<file path="src/rtl/game_tick_scheduler.sv">
// Pong timebase: divides clk to a base tick and issues scan/paddle/ball strobes gated by an IDLE/SERVE/RUN/PAUSED FSM.
// Optional macro TICK_DEBUG_EN adds debug_step for single-stepping the game strobes while PAUSED.
module game_tick_scheduler #(
  parameter int unsigned CLK_DIV        = 5000,
  parameter int unsigned PADDLE_DIV     = 100,
  parameter int unsigned BALL_DIV_INIT  = 200,
  parameter int unsigned BALL_DIV_STEP  = 20,
  parameter int unsigned BALL_DIV_MIN   = 40,
  parameter int unsigned HITS_PER_LEVEL = 4,
  parameter int unsigned SERVE_TICKS    = 10000
) (
  input  logic       clk,
  input  logic       rst,
  input  logic       start,
  input  logic       pause_req,
  input  logic       paddle_hit,
  input  logic       point_scored,
  input  logic       game_over,
`ifdef TICK_DEBUG_EN
  input  logic       debug_step,
`endif
  output logic       scan_tick,
  output logic       paddle_tick,
  output logic       ball_tick,
  output logic [3:0] speed_level,
  output logic [1:0] state
);

  localparam int unsigned CW = $clog2(CLK_DIV + 1);
  localparam int unsigned PW = $clog2(PADDLE_DIV + 1);
  localparam int unsigned BW = $clog2(BALL_DIV_INIT + 1);
  localparam int unsigned SW = $clog2(SERVE_TICKS + 1);
  localparam int unsigned HW = $clog2(HITS_PER_LEVEL + 1);

  typedef enum logic [1:0] {IDLE = 2'b00, SERVE = 2'b01, RUN = 2'b10, PAUSED = 2'b11} st_e;

  st_e           st;
  logic [CW-1:0] base_cnt;
  logic [PW-1:0] pad_cnt;
  logic [BW-1:0] ball_cnt;
  logic [SW-1:0] serve_cnt;
  logic [HW-1:0] hits;
  logic          base_tick;
  logic          dbg;
  logic [31:0]   red;
  logic [31:0]   ball_div;

  assign state     = st;
  assign base_tick = (base_cnt == CW'(CLK_DIV - 1));

`ifdef TICK_DEBUG_EN
  assign dbg = debug_step && (st == PAUSED);
`else
  assign dbg = 1'b0;
`endif

  // Floor test done before subtracting so the divider never wraps below zero.
  always_comb begin
    red      = 32'(speed_level) * BALL_DIV_STEP;
    ball_div = (red + BALL_DIV_MIN >= BALL_DIV_INIT) ? BALL_DIV_MIN : BALL_DIV_INIT - red;
  end

  always_ff @(posedge clk) begin
    if (!rst) begin
      st          <= IDLE;
      base_cnt    <= '0;
      pad_cnt     <= '0;
      ball_cnt    <= '0;
      serve_cnt   <= '0;
      hits        <= '0;
      speed_level <= '0;
      scan_tick   <= 1'b0;
      paddle_tick <= 1'b0;
      ball_tick   <= 1'b0;
    end else begin
      base_cnt    <= base_tick ? '0 : base_cnt + CW'(1);
      scan_tick   <= base_tick;
      paddle_tick <= dbg;
      ball_tick   <= dbg;

      if (base_tick && (st == SERVE || st == RUN)) begin
        if (pad_cnt == PW'(PADDLE_DIV - 1)) begin
          pad_cnt     <= '0;
          paddle_tick <= 1'b1;
        end else begin
          pad_cnt <= pad_cnt + PW'(1);
        end
      end

      // >= lets a divider that shrank mid-count fire on the next base tick.
      if (base_tick && st == RUN) begin
        if (32'(ball_cnt) + 32'd1 >= ball_div) begin
          ball_cnt  <= '0;
          ball_tick <= 1'b1;
        end else begin
          ball_cnt <= ball_cnt + BW'(1);
        end
      end

      if (game_over) begin
        st          <= IDLE;
        speed_level <= '0;
        hits        <= '0;
        pad_cnt     <= '0;
        ball_cnt    <= '0;
        serve_cnt   <= '0;
      end else begin
        case (st)
          IDLE: if (start) begin
            st        <= SERVE;
            serve_cnt <= '0;
            ball_cnt  <= '0;
          end
          SERVE: if (base_tick) begin
            if (serve_cnt == SW'(SERVE_TICKS - 1)) begin
              st        <= RUN;
              serve_cnt <= '0;
            end else begin
              serve_cnt <= serve_cnt + SW'(1);
            end
          end
          RUN: begin
            if (point_scored) begin
              st          <= SERVE;
              speed_level <= '0;
              hits        <= '0;
              ball_cnt    <= '0;
              serve_cnt   <= '0;
            end else if (pause_req) begin
              st <= PAUSED;
            end else if (paddle_hit) begin
              if (hits == HW'(HITS_PER_LEVEL - 1)) begin
                hits <= '0;
                if (speed_level != 4'd15) speed_level <= speed_level + 4'd1;
              end else begin
                hits <= hits + HW'(1);
              end
            end
          end
          PAUSED: if (pause_req) st <= RUN;
          default: st <= IDLE;
        endcase
      end
    end
  end

endmodule
</file>
<file path="config.mk">
export PLATFORM = sky130hd
export DESIGN_NAME = game_tick_scheduler
export DESIGN_NICKNAME = d
export VERILOG_FILES = /design/src/rtl/game_tick_scheduler.sv
export SDC_FILE = /design/constraint.sdc
export NUM_CORES = 1
export LEC_CHECK = 0
export CORE_UTILIZATION = 65
export DETAILED_ROUTE_END_ITERATION = 6
export PLACE_DENSITY = 0.86
export SLEW_MARGIN = 15
export SYNTH_ARGS = -nofsm -noshare
export SYNTH_HDL_FRONTEND = slang
export SYNTH_SLANG_ARGS = --single-unit
</file>
<file path="constraint.sdc">
create_clock -name clk -period 7 [get_ports clk]
set_clock_uncertainty 0.1 [all_clocks]
set_input_delay 1.75 -clock clk [delete_from_list [all_inputs] [get_ports clk]]
set_output_delay 1.75 -clock clk [all_outputs]
set_load 0.005 [all_outputs]
</file>
==> results.txt <==
Summing over every cut layer, the via total after detailed routing is 2805. The min-delay analysis places its worst path in the category reg -> reg. The horizontal die dimension came out at roughly 73 µm. The number of ports placed on the die boundary is 16. The number of library cell types mapped by synthesis is 51. Summing the sequential cell areas from Yosys gives 32.6% of the chip area. Detailed placement ended at an HPWL of around 4.7 mm. The tree built by TritonCTS fans out to 54 sinks. The count of final hold-check violations is 0. Routability-driven placement finished with a final weighted congestion of 0.829. The die covers 5390 µm². The worst setup path is launched from a flop. The count of state elements after synthesis came out at 54. In this run, placement finished with an instance count of about 460. The die outline height came out at approximately 73 µm.

The analysis attributes to cell leakage a power of approximately 1.3 nW. VDD sags by at most ~0.091 mV. The critical-path cell with the highest stage delay is or4_1. The area of the placeable core is between 4000 and 5000 µm².

The H-tree level count came out at 2. The number of gates resized after cts is 0. The total of max-cap violations is 0. The number of inserted diodes came out at 0. The multi-input combinational cells in the finished layout cover a total of 2130 µm². The first global-routing pass estimated 11.1 mm of wire. The iteration-0 DRC count of the detailed router is slightly below 300. The count of TritonRoute iterations in the first routing pass came out at 5. The power per unit of standard cell area is 151 nW/µm². The fraction of final layout cells with drive strength greater than 1 is 4.23%.

The detail route stage leaves a number of antenna-violating nets equal to 0. The critical path goes through ha_1 -> ha_1 -> inv_1 -> fa_1 -> or4_1 -> o31ai_1 -> and3_1 -> a21bo_1 -> ha_1 -> a21oi_1 -> a21boi_0 -> a211o_1 -> o2bb2a_1 -> o21ai_0. Excluding fillers, the count of instances in the completed layout stands at between 400 and 500. Compared with the post-synthesis result, the final layout area differs by 9.35%. The worst pin sits at a relative slew slack of 32.6%. The final design utilization is 75.3%.

The sequential cell area in the final layout is 1080 µm². For this configuration, the core starts out at a cell density of 68.9%. In the final routed layout, each cell accounts on average for 14.0 µm.

Synthesis produced 387 cells. The number of remaining DRC errors is 0. The worst path in the final design needs a cycle of 4.54 ns, including I/O delays and setup. The number of enable flip-flop cells after synthesis came out at 0.

The number of buffers added on ports came out at 15. The worst-path maximum fanout is 11. The number of hold-repair buffers added at the cts stage came out at 0.

The most used flip-flop cell after synthesis is dfxtp_1. The post-synthesis average cell area came out at between 8 and 9 µm². The ratio of final minimum period to clock period is 64.9%. In the layout the commonest cells are 54 x dfxtp_1, 45 x nor2_1, 27 x ha_1. The category of the worst setup path capture point is a flop. The number of synthesis warnings is 0. For this run, the top clock speed supported by timing is roughly 220 MHz. The number of max-slew violations in the final report came to 0. The critical path arrival came out at roughly 4.7 ns. The transition time at the pin with the least slew margin came out at 1.00 ns. After detailed routing, the number of vias per cell comes to ~6. Data on the critical path is required at its endpoint by a little over 7 ns. The source-to-sink clock delay at the later pin of the worst-skew pair came out at 0.30 ns.

The number of buffers added by the clock tree synthesis step came out at 5. The via count of the first global-routing pass is about 2500. The CTS clock-pin slew for the worst setup and hold paths is 0.09 ns. The total of endpoints with negative setup slack in the final report came out at 0. The area of the mapped netlist came out at 3320 µm². The share of synthesized flip-flops with an asynchronous set or reset is 0%.

TritonCTS built the clock tree. In this design, the critical path's most frequently occurring cell is ha_1. The worst setup path is of the reg -> reg kind.

The net count of the mapped netlist is approximately 420. The summed negative setup slack over all endpoints came out at 0 ns. The number of antenna violations at the first check in global routing is 0. The cell at the root of the clock tree is clkbuf_8. The final-stage net count came out at 436. The cell row count is 25. The flow ran to the end, and the final reports show no timing, DRC or antenna violations. The filler cell count in the final layout is 373. The most common library cell in the layout ignoring fill and taps is dfxtp_1.

The residual overflow from global routing is 0. The maximum cell stage delay along the critical path came out at 0.56 ns. For this run, the total global-route usage over all layers was measured as 26.4%. For this block, the routed nets add up to 6.56 mm of wire.

Setup repair after global routing left no endpoint under its margin. The setup fix buffers added after clock tree synthesis came out at 0. The pin count of the biggest net entering global routing came out at 17.

The maximum count of clock buffers along a single path came out at 2.
-- Yosys cell counts, types with 6 or more instances --
cell / instances / area [µm²]
a311oi_1: 7 / 61.3
nand2_1: 26 / 97.6
dfxtp_1: 54 / 1080
a21oi_1: 13 / 65.1
and3_1: 6 / 37.5
nor2b_1: 7 / 43.8
nor2_1: 45 / 169
inv_1: 19 / 71.3
nor3_1: 14 / 70.1
o21ai_0: 6 / 30.0
nand3_1: 23 / 115
and4_1: 8 / 70.1
xor2_1: 25 / 219
clkbuf_1: 6 / 22.5
xnor2_1: 24 / 210
nand4_1: 22 / 138
ha_1: 27 / 338
-- routing by layer --
layer,global-route usage (%),vias to the layer above,share of wire (%)
met1,34.3,1310,48
met4,10.3,0,1.8
met3,5.90,13,4.5
li1,-,1415,-
met2,42.5,67,46
met5,0,-,0
-- metrics by stage --
stage	instance area, µm²	setup slack, ns	power (mW)	hold slack [ns]
4_1_cts	3630	2.48	0.552	0.343
3_5_place_dp	3520	2.51	0.349	0.328
2_1_floorplan	3320	2.72	0.339	0.309
5_1_grt	3630	2.13	0.567	0.366
6_report	3630	2.46	0.547	0.340
3_3_place_gp	3520	2.65	0.348	0.319
-- final cells by class --
type | count | share of cell area, %
Clock buffer | 7 | 2.10
Sequential cell | 54 | 29.8
Inverter | 19 | 1.97
Multi-Input combinational cell | 305 | 58.7
Tap cell | 67 | 2.31
Clock inverter | 1 | 0.828
Timing Repair Buffer | 16 | 4.34
-- critical path: cells and delay by family (launching register included) --
family                     cells  cell delay [ns]
buffers and inverters          1             0.07
adders and majority gates      4             1.34
and+or+nand+nor                2             0.88
AOI/OAI and AO/OA              7             1.55
DFF                            1             0.54
-- registers in the layout, summed over array words and instances (netlist names) --
name         count
paddle_tick      1
serve_cnt       14
ball_tick        1
ball_cnt         8
state            2
pad_cnt          7
base_cnt        13
scan_tick        1
speed_level      4
hits             3
-- report_power, final --
group          switching, mW  internal [mW]
sequential           0.00307          0.309
clock                 0.0969          0.107
combinational         0.0187         0.0117
total                  0.119          0.428
-- logic make-up after synthesis --
family / after synthesis / share of synthesized area, %
simple gates: 181 / 29.9
xor+xnor: 49 / 12.9
mux: 1 / 0.302
fa+ha+maj: 28 / 10.8
compound gates: 46 / 10.3
flops: 54 / 32.6
buf+inv: 28 / 3.28
-- final timing paths --
check,start,endpoint,slack (ns),depth (start not counted)
max reg2reg,speed_level[1]$_SDFFE_PP0P_,ball_cnt[1]$_SDFF_PP0_,2.46,14
max,speed_level[1]$_SDFFE_PP0P_,ball_cnt[1]$_SDFF_PP0_,2.46,14
min,hits[2]$_SDFFE_PP0P_,hits[2]$_SDFFE_PP0P_,0.34,2
min reg2reg,hits[2]$_SDFFE_PP0P_,hits[2]$_SDFFE_PP0P_,0.34,2
(Power assumes the default switching activity.)
